**src/rtl/mil_pkg.sv**
```systemverilog
// Shared types and constants for the MIL-STD-1553 transmit message sequencer.
package mil_pkg;

  typedef enum logic [1:0] {
    ST_IDLE = 2'd0,
    ST_CW   = 2'd1,
    ST_WD   = 2'd2,
    ST_GAP  = 2'd3
  } state_t;

  localparam logic [1:0] ERR_NONE = 2'b00;
  localparam logic [1:0] ERR_UNDR = 2'b01;
  localparam logic [1:0] ERR_OVF  = 2'b10;
  localparam logic [1:0] ERR_WC   = 2'b11;

  localparam int MIL_WC_MAX = 32;
  localparam int MIL_WORD_W = 16;

  // Command-word count field: 0 encodes the maximum of 32 words.
  function automatic logic [5:0] word_count(input logic [4:0] field);
    return (field == 5'd0) ? 6'(MIL_WC_MAX) : {1'b0, field};
  endfunction

endpackage

```
**src/rtl/mil_wd_fifo.sv**
```systemverilog
// First-word-fall-through data-word FIFO with level output; flush and reset both empty it.
module mil_wd_fifo
  import mil_pkg::*;
#(
  parameter int DEPTH = 32
) (
  input  logic                    clk,
  input  logic                    rst,
  input  logic                    flush,
  input  logic                    we,
  input  logic [MIL_WORD_W-1:0]   wdat,
  input  logic                    re,
  output logic [MIL_WORD_W-1:0]   rdat,
  output logic [$clog2(DEPTH):0]  lvl,
  output logic                    empty,
  output logic                    ovf
);
  localparam int AW = $clog2(DEPTH);

  logic [MIL_WORD_W-1:0] mem [DEPTH];
  logic [AW-1:0]         wp;
  logic [AW-1:0]         rp;
  logic                  full;
  logic                  do_rd;
  logic                  do_wr;

  assign empty = (lvl == '0);
  assign full  = (lvl == (AW+1)'(DEPTH));
  assign do_rd = re & ~empty & ~flush;
  // A pop in the same cycle frees the slot, so a write to a full FIFO is still taken.
  assign do_wr = we & ~flush & (~full | do_rd);
  assign ovf   = we & ~flush & full & ~do_rd;
  assign rdat  = mem[rp];

  always_ff @(posedge clk) begin
    if (do_wr) mem[wp] <= wdat;
  end

  always_ff @(posedge clk) begin
    if (rst || flush) begin
      wp  <= '0;
      rp  <= '0;
      lvl <= '0;
    end else begin
      if (do_wr) wp <= wp + 1'b1;
      if (do_rd) rp <= rp + 1'b1;
      case ({do_wr, do_rd})
        2'b10:   lvl <= lvl + 1'b1;
        2'b01:   lvl <= lvl - 1'b1;
        default: lvl <= lvl;
      endcase
    end
  end

endmodule

```
**src/rtl/mil_tx_frame_ctrl.sv**
```systemverilog
// Sequences a command word plus queued data words into MIL_TXD, then enforces the inter-message gap.
// MIL_TXC_WC_CHECK_EN: use cw[4:0] as word count and refuse a start when the FIFO holds too few words.
module mil_tx_frame_ctrl
  import mil_pkg::*;
#(
  parameter int FIFO_DEPTH = 32,
  parameter int GAP_BITS   = 4
) (
  input  logic        clk,
  input  logic        rst,
  input  logic        ce_tact,
  input  logic        t_end,
  input  logic        wd_we,
  input  logic [15:0] wd_dat,
  input  logic        start,
  input  logic [15:0] cw,
  input  logic        abort,
  output logic [15:0] tx_dat,
  output logic        tx_en,
  output logic        tx_cw,
  output logic        busy,
  output logic        done,
  output logic [1:0]  err,
  output logic [5:0]  fifo_lvl
);
  localparam int LW = $clog2(FIFO_DEPTH) + 1;

  state_t                state;
  logic [5:0]            rem;
  logic [3:0]            gap_cnt;
  logic [MIL_WORD_W-1:0] head;
  logic [LW-1:0]         lvl;
  logic                  empty;
  logic                  ovf;
  logic [5:0]            wc_req;
  logic                  more;
  logic                  want;
  logic                  pop;
  logic                  undr;
  logic                  refuse;

  mil_wd_fifo #(.DEPTH(FIFO_DEPTH)) u_fifo (
    .clk   (clk),
    .rst   (rst),
    .flush (abort),
    .we    (wd_we),
    .wdat  (wd_dat),
    .re    (pop),
    .rdat  (head),
    .lvl   (lvl),
    .empty (empty),
    .ovf   (ovf)
  );

  // The host-visible level is capped at the maximum message length.
  assign fifo_lvl = (lvl >= LW'(MIL_WC_MAX)) ? 6'(MIL_WC_MAX) : 6'(lvl);
  assign wc_req   = word_count(cw[4:0]);

`ifdef MIL_TXC_WC_CHECK_EN
  assign more   = (rem != 6'd0);
  assign undr   = want & empty;
  assign refuse = (fifo_lvl < wc_req);
`else
  // Without a word count the message simply ends when the FIFO runs dry after the first data word.
  assign more   = 1'b1;
  assign undr   = (state == ST_CW) & empty;
  assign refuse = 1'b0;
`endif

  assign want = (state == ST_CW) | ((state == ST_WD) & more);
  assign pop  = t_end & ~abort & want & ~empty;

  always_ff @(posedge clk) begin
    if (rst) begin
      state   <= ST_IDLE;
      rem     <= '0;
      gap_cnt <= '0;
      tx_dat  <= '0;
      tx_en   <= 1'b0;
      tx_cw   <= 1'b0;
      busy    <= 1'b0;
      done    <= 1'b0;
      err     <= ERR_NONE;
    end else begin
      done <= 1'b0;
      if (ovf) err <= ERR_OVF;
      if (abort) begin
        state <= ST_IDLE;
        tx_en <= 1'b0;
        tx_cw <= 1'b0;
        busy  <= 1'b0;
      end else begin
        case (state)
          ST_IDLE: begin
            if (start) begin
              if (refuse) begin
                err <= ERR_WC;
              end else begin
                err    <= ovf ? ERR_OVF : ERR_NONE;
                tx_dat <= cw;
                tx_en  <= 1'b1;
                tx_cw  <= 1'b1;
                busy   <= 1'b1;
                rem    <= wc_req;
                state  <= ST_CW;
              end
            end
          end
          ST_CW, ST_WD: begin
            if (t_end) begin
              if (pop) begin
                tx_dat <= head;
                tx_cw  <= 1'b0;
                rem    <= rem - 1'b1;
                state  <= ST_WD;
              end else begin
                tx_en   <= 1'b0;
                tx_cw   <= 1'b0;
                gap_cnt <= '0;
                state   <= ST_GAP;
                if (undr) err <= ERR_UNDR;
              end
            end
          end
          ST_GAP: begin
            if (ce_tact) begin
              if (gap_cnt == 4'(GAP_BITS - 1)) begin
                state <= ST_IDLE;
                busy  <= 1'b0;
                done  <= (err == ERR_NONE) && !ovf;
              end else begin
                gap_cnt <= gap_cnt + 1'b1;
              end
            end
          end
          default: state <= ST_IDLE;
        endcase
      end
    end
  end

endmodule

```
**config.mk**
```make
export PLATFORM = sky130hd
export DESIGN_NAME = mil_tx_frame_ctrl
export DESIGN_NICKNAME = d
export VERILOG_FILES = /design/src/rtl/mil_pkg.sv /design/src/rtl/mil_wd_fifo.sv /design/src/rtl/mil_tx_frame_ctrl.sv
export SDC_FILE = /design/constraint.sdc
export NUM_CORES = 1
export LEC_CHECK = 0
export ABC_AREA = 1
export CORE_MARGIN = 2
export CORE_UTILIZATION = 55
export DETAILED_ROUTE_END_ITERATION = 16
export GPL_TIMING_DRIVEN = 0
export MAX_ROUTING_LAYER = met4
export PLACE_DENSITY_LB_ADDON = 0.15
export SYNTH_ARGS = -nofsm -noshare
export SYNTH_HDL_FRONTEND = slang
export SYNTH_SLANG_ARGS = --single-unit
```
**constraint.sdc**
```tcl
create_clock -name clk -period 3.1 [get_ports clk]
set_input_delay 0.775 -clock clk [delete_from_list [all_inputs] [get_ports clk]]
set_output_delay 0.775 -clock clk [all_outputs]
set_load 0.005 [all_outputs]
```
# ---- After elaboration in Yosys (flattened, before gate mapping)
# Memory sizes are Yosys's and may differ from the RTL's. A register that Yosys moved wholly into a read port is not among the register bits.
# Cells that the tools add are included.
dict set report word_totals {
  regBits 44
  latch_bits 0
  mem_bits_rw 512
  romBits 0
  input_bits 39
  output_inout_bits 28
  n_memories 1
}
dict set report classes {
  addsub 5
  multipliers 0
  n_div 0
  magnitude_cmp 1
  eq_ne 14
  shift 0
  mux 38
  bitwise_logic 19
  n_reduce_logical 19
}
# name words word_bits read_ports rd_clocked_by_memory_dff wr line
set mem_list {}
lappend mem_list {u_fifo.mem 32 16 1 1 1 mil_wd_fifo.sv:20} ;# logic [MIL_WORD_W-1:0] mem [DEPTH];
# operator n
set ops {}
lappend ops {{16-bit two-way mux} 3}
lappend ops {{16-bit one-hot mux with 2 select lines} 1}
lappend ops {{2-bit two-way mux} 11}
lappend ops {{4-bit two-way mux} 4}
lappend ops {{2-bit inequality test (second input constant)} 6}
lappend ops {{6-bit one-hot mux with 2 select lines} 1}
lappend ops {{4-bit AND reduction} 3}
lappend ops {{5-bit by 1-bit adder with 5-bit output (second input constant)} 2}
lappend ops {{1-bit bitwise AND} 10}
lappend ops {{5-bit two-way mux} 2}
lappend ops {{1-bit two-way mux} 9}
lappend ops {{4-bit one-hot mux with 2 select lines} 1}
lappend ops {{2-bit nonzero test} 4}
lappend ops {{1-bit NOT} 7}
lappend ops {{6-bit by 1-bit adder with 6-bit output (second input constant)} 1}
lappend ops {{2-bit == test (second input constant)} 3}
lappend ops {{6-bit == test (second input constant)} 1}
lappend ops {{6-bit >= comparator (second input constant)} 1}
lappend ops {{6-bit logical NOT} 1}
lappend ops {{6-bit two-way mux} 1}
lappend ops {{1-bit one-hot mux with 2 select lines} 3}
lappend ops {{2-bit one-hot mux with 3 select lines} 1}
lappend ops {{6-bit AND reduction} 1}
lappend ops {{6-bit by 1-bit subtractor with 6-bit output (second input constant)} 1}
lappend ops {{14 further kinds} 18}

# ---- Logic depth before layout (Yosys ltp)
dict set report depth {
  ltp_word 14
  ltp_mapped 20
}

# ---- By module
# Synthesis repeated with hierarchy kept, for this count alone.
dict set report unflattened {
  cells_unflattened 1844
  area_unflattened_um2 22870.7
}
# module n_inst cells_each area_each_um2
set modules_own_cells {}
lappend modules_own_cells {mil_wd_fifo 1 1595 21230.4}
lappend modules_own_cells {mil_tx_frame_ctrl 1 249 1640.3}

# ---- Worst setup path after synthesis
# No wires, ideal clock.
dict set report synth_path {
  path_type {input -> register}
  from {in abort}
  to {mem u_fifo.mem[31][0], enable pin}
  setup_ps 412
  t_arrival_ps 2620
  t_required_ps 2688
  setup_slack_ps 69
  cell_stages 9
  path_buffers 0
  cell_sequence {inv_2 nand2_2 nor2_4 nand2_1 nand2_1 inv_2 nor2_4 inv_2 nor3_1}
}
dict set report synth_between {
  elab_chain_cells 10
  elab_cells_between_ends 11
  cone_classes {mux (2); bitwise (9)}
}
# item line
set synth_lines {}
lappend synth_lines {{from (decl)} mil_tx_frame_ctrl.sv:17} ;# input logic abort,
lappend synth_lines {{1-bit NOT (no source line) (*)} --}
lappend synth_lines {{1-bit bitwise AND (3 in series)} mil_tx_frame_ctrl.sv:71} ;# assign pop = t_end & ~abort & want & ~empty;
lappend synth_lines {{1-bit bitwise AND (2 in series)} mil_wd_fifo.sv:29} ;# assign do_rd = re & ~empty & ~flush;
lappend synth_lines {{1-bit OR} mil_wd_fifo.sv:31} ;# assign do_wr = we & ~flush & (~full | do_rd);
lappend synth_lines {{1-bit bitwise AND (*)} mil_wd_fifo.sv:31}
lappend synth_lines {{1-bit two-way mux (*)} mil_wd_fifo.sv:36} ;# if (do_wr) mem[wp] <= wdat;
lappend synth_lines {{1-bit two-way mux (implied by the code) (*)} mil_wd_fifo.sv:36}
lappend synth_lines {{to (decl)} mil_wd_fifo.sv:20}
# Mark *: on every way between the ends. The rest lies on a longest branch, timed or not.

# ---- Worst setup path after layout
dict set report layout_path {
  from {in t_end}
  to {mem u_fifo.mem[14][3], enable pin}
}
dict set report layout_between {
  elab_chain_cells 9
}
# item line
set layout_lines {}
lappend layout_lines {{from (decl)} mil_tx_frame_ctrl.sv:12} ;# input logic t_end,
lappend layout_lines {{1-bit bitwise AND (3 in series)} mil_tx_frame_ctrl.sv:71}
lappend layout_lines {{1-bit bitwise AND (2 in series)} mil_wd_fifo.sv:29}
lappend layout_lines {{1-bit OR} mil_wd_fifo.sv:31}
lappend layout_lines {{1-bit bitwise AND} mil_wd_fifo.sv:31}
lappend layout_lines {{1-bit two-way mux} mil_wd_fifo.sv:36}
lappend layout_lines {{1-bit two-way mux (implied by the code)} mil_wd_fifo.sv:36}
# Every way passes these cells.

==> run_results.csv <==
group,metric,value,unit
timing,grt_setup_unrepaired,"no",
clock_network,path_clk_slew,60,ps
drt,detail_route.wl_per_cell,27.5,um
yosys,number_of_synthesized_flops_with_an_enable_pin,512,
worst_setup_path,timing.reg2reg.setup_slack,240,ps
worst_setup_path,crit_type,"input pin to flop",
worst_setup_path,crit_start,"t_end",
drt,routed-via-count,16000,
global_routing,grt_overflow_total,0,
drt,vias_per_cell,6.44,
timing,final-setup-viol-count,0,
worst_setup_path,worst_setup_path_endpoint,"u_fifo.mem[14][3]",
yosys,synth.distinct_cells,43,
worst_setup_path,worst-endpoint-required,3410,ps
pwr,pwr_density_cell,579,nW/um^2
drt,detailedRoute.firstPassIterationCount,5,
layout,total_inserted_antenna_cells,0,
pwr,ir_drop,0.000449,V
timing,maxClockFrequency,0.349,GHz
worst_setup_path,endpoint_kind_of_the_worst_setup_timing_path,"flop",
run_status,status,"finished, final reports clean",
timing,final.min_clock_period,2870,ps
timing,setup_tns,0,ps
clock_network,cts_root_buf,"sky130_fd_sc_hd__clkbuf_16",
worst_setup_path,critPathArrivalTime,3170,ps
clock_network,number_of_buffers_created_by_cts,56,
layout,layout_common_cells,"sky130_fd_sc_hd__edfxtp_1, sky130_fd_sc_hd__nor2_1, sky130_fd_sc_hd__o21ai_0",
timing,transition_at_the_pin_with_the_smallest_max_transition_slack,1370,ps
yosys,ys.flop_type,"sky130_fd_sc_hd__edfxtp_1",
timing,timing.final.hold_violations,0,
die,design.portCount,67,
pwr,totalPowerFinal,15.3,mW
yosys,synth_async_sr_flop_share,0,%
yosys,synth.yosys.seq_area_share,71.8,%
place,dpl.hpwl,45.1,mm
global_routing,antenna_violations_before_repair,1,
timing,timing.max_slew.rel_slack,8.30,%
die,rows,74,
worst_setup_path,rr_startpoint,"state[0]",
min_path,worst_hold_startpoint,"tx_cw",
pwr,leakagePower,8.61,nW
die,horizontal_extent_of_the_die,207,um
yosys,post_synth_inst_count,1745,
global_routing,first_global_vias,15400,
place,gp_routability_congestion,0.898,
worst_setup_path,worst_r2r_endpoint,"u_fifo.mem[14][3]",
clock_network,cts.hold.buffers_added,0,
yosys,yosysWarnings,0,
global_routing,track_usage,32.6,%
layout,layout-area-overhead-vs-synth,16.0,%
timing,report.final.slew_viol_count,0,
layout,finish.utilization,64.7,%
layout,drive_above_1_share,12.3,%
layout,num-fill-cells,3010,
timing,final.period_utilization,92.5,%
die,floorplan.core_area,40800,um^2
drt,detail-route-antenna-nets,0,
worst_setup_path,critical_path.startpoint_type,"input pin",
drt,post-route-drc-count,0,
drt,detail_route.wirelength,68.2,mm
drt,drt-initial-drc-count,2167,
yosys,synthesis.area_per_instance,13.1,um^2
die,die_h,207,um
clock_network,cts_buffer_depth,3,
global_routing,grt_first_pass_wirelength,99.8,mm
die,initial_core_util,55.8,%
worst_setup_path,timing.critical_path.fanout_max,10,
min_path,hold_path.class,"flop to flop",
die,dieArea,43100,um^2
clock_network,clkLatencyLatePin,620,ps
yosys,synthesis.area,22800,um^2
yosys,syn_nets,1795,
layout,final_common_cell,"sky130_fd_sc_hd__edfxtp_1",
layout,nNetsFinal,1954,
timing,clock-skew-final,32.9,ps
worst_setup_path,count_of_cells_along_the_worst_register_to_register_path,12,
place,buffer_ports.inserted,66,
run,cap_violations,0,
clock_network,clock_tree.htree_level_count,2,
clock_network,tritoncts,"built",
clock_network,clk_sink_count,561,
global_routing,grt_max_degree,33,
yosys,ys_ff_latch,561,
cells in the mapped netlist (4+ instances only):
| cell | number | area share, % |
|---|---|---|
| sky130_fd_sc_hd__buf_6 | 6 | 0.30 |
| sky130_fd_sc_hd__nand2_1 | 51 | 0.84 |
| sky130_fd_sc_hd__xnor2_1 | 8 | 0.31 |
| sky130_fd_sc_hd__nand3_1 | 126 | 2.8 |
| sky130_fd_sc_hd__a32oi_1 | 4 | 0.15 |
| sky130_fd_sc_hd__buf_4 | 19 | 0.63 |
| sky130_fd_sc_hd__nor3_1 | 10 | 0.22 |
| sky130_fd_sc_hd__o21bai_1 | 122 | 4.0 |
| sky130_fd_sc_hd__dfxtp_1 | 49 | 4.3 |
| sky130_fd_sc_hd__clkbuf_1 | 61 | 1.0 |
| sky130_fd_sc_hd__o221ai_1 | 122 | 4.7 |
| sky130_fd_sc_hd__nand2_2 | 4 | 0.11 |
| sky130_fd_sc_hd__edfxtp_1 | 512 | 68 |
| sky130_fd_sc_hd__buf_2 | 32 | 0.70 |
| sky130_fd_sc_hd__nor2_1 | 303 | 5.0 |
| sky130_fd_sc_hd__ha_1 | 11 | 0.60 |
| sky130_fd_sc_hd__a21oi_1 | 65 | 1.4 |
| sky130_fd_sc_hd__o21ai_0 | 164 | 3.6 |
| sky130_fd_sc_hd__inv_1 | 39 | 0.64 |
area by class of cell:
class / count / area (um^2) / area share (%)
clock inverter: 24 / 181 / 0.687
sequential: 561 / 16400 / 61.9
buffer: 120 / 606 / 2.29
clock buffer: 80 / 1540 / 5.84
tap: 532 / 666 / 2.52
inverter: 48 / 195 / 0.739
timing repair buffer: 102 / 1150 / 4.35
multi-input combinational: 1015 / 5720 / 21.7
per-stage QoR:
stage               hold slack (ps)  area (um^2)  instances  worst slack (ps)
CTS                             475        26400       2480              20.0
finish                          474        26400       2482               234
global route                    511        26400       2482              10.9
detailed placement              458        24700       2376              -584
floorplan                       455        22800       1745              68.8
global placement                461        24100       2343             -2270
repair_timing:
item,in CTS,in global routing
endpoints found under the setup margin,0,4
endpoints found under the hold margin,0,0
buffers inserted,0,3
resized for setup,0,7
worst min path at each step:
stage / end / cells past startpoint
after floorplan: tx_cw / 2
final: tx_cw / 2
after global routing: tx_cw / 2
after CTS: tx_cw / 2
after detailed placement: tx_cw / 2
after global placement: tx_cw / 2
critical path, cell delays in order:
cell and delay, ps:
sky130_fd_sc_hd__clkdlybuf4s50_1 490, sky130_fd_sc_hd__inv_2 70, sky130_fd_sc_hd__nor2_4 120, sky130_fd_sc_hd__nand2_1 100, sky130_fd_sc_hd__nand2_2 90, sky130_fd_sc_hd__inv_2 40, sky130_fd_sc_hd__nor2_4 120, sky130_fd_sc_hd__buf_4 150
sky130_fd_sc_hd__nand2_1 320, sky130_fd_sc_hd__nor2_2 640, sky130_fd_sc_hd__buf_8 240
where the power goes:
| part | total (mW) | internal [mW] | switching, mW |
|---|---|---|---|
| Sequential | 8.32 | 8.30 | 0.0252 |
| Combinational | 0.561 | 0.181 | 0.380 |
| Clock | 6.41 | 3.62 | 2.80 |
| Total | 15.3 | 12.1 | 3.20 |
flip-flops by register name, summed over array words and instances (netlist names), named ones only:
| register | cells |
|---|---|
| busy | 1 |
| done | 1 |
| err | 2 |
| gap_cnt | 4 |
| state | 2 |
| tx_cw | 1 |
| tx_dat | 16 |
| tx_en | 1 |
| u_fifo.lvl | 6 |
| u_fifo.mem | 512 |
| u_fifo.rp | 5 |
| u_fifo.wp | 5 |
metal layers:
layer | vias up | part of all wire, % | GRT usage, %
li1 | 6911 | - | -
met1 | 7862 | 37 | 43.5
met2 | 1061 | 46 | 48.5
met3 | 143 | 13 | 8.56
met4 | 0 | 4.0 | 12.5
met5 | - | 0 | -
kinds of logic after synthesis:
logic type	after synthesis	share of synthesized area, %
AO/OA/AOI/OAI	485	14.2
XOR/XNOR	8	0.308
adder cells (fa/ha/maj)	11	0.604
buffers and inverters	169	3.54
flip-flops	561	71.8
AND/OR/NAND/NOR	511	9.53
Power figures use the tool's default switching activity.
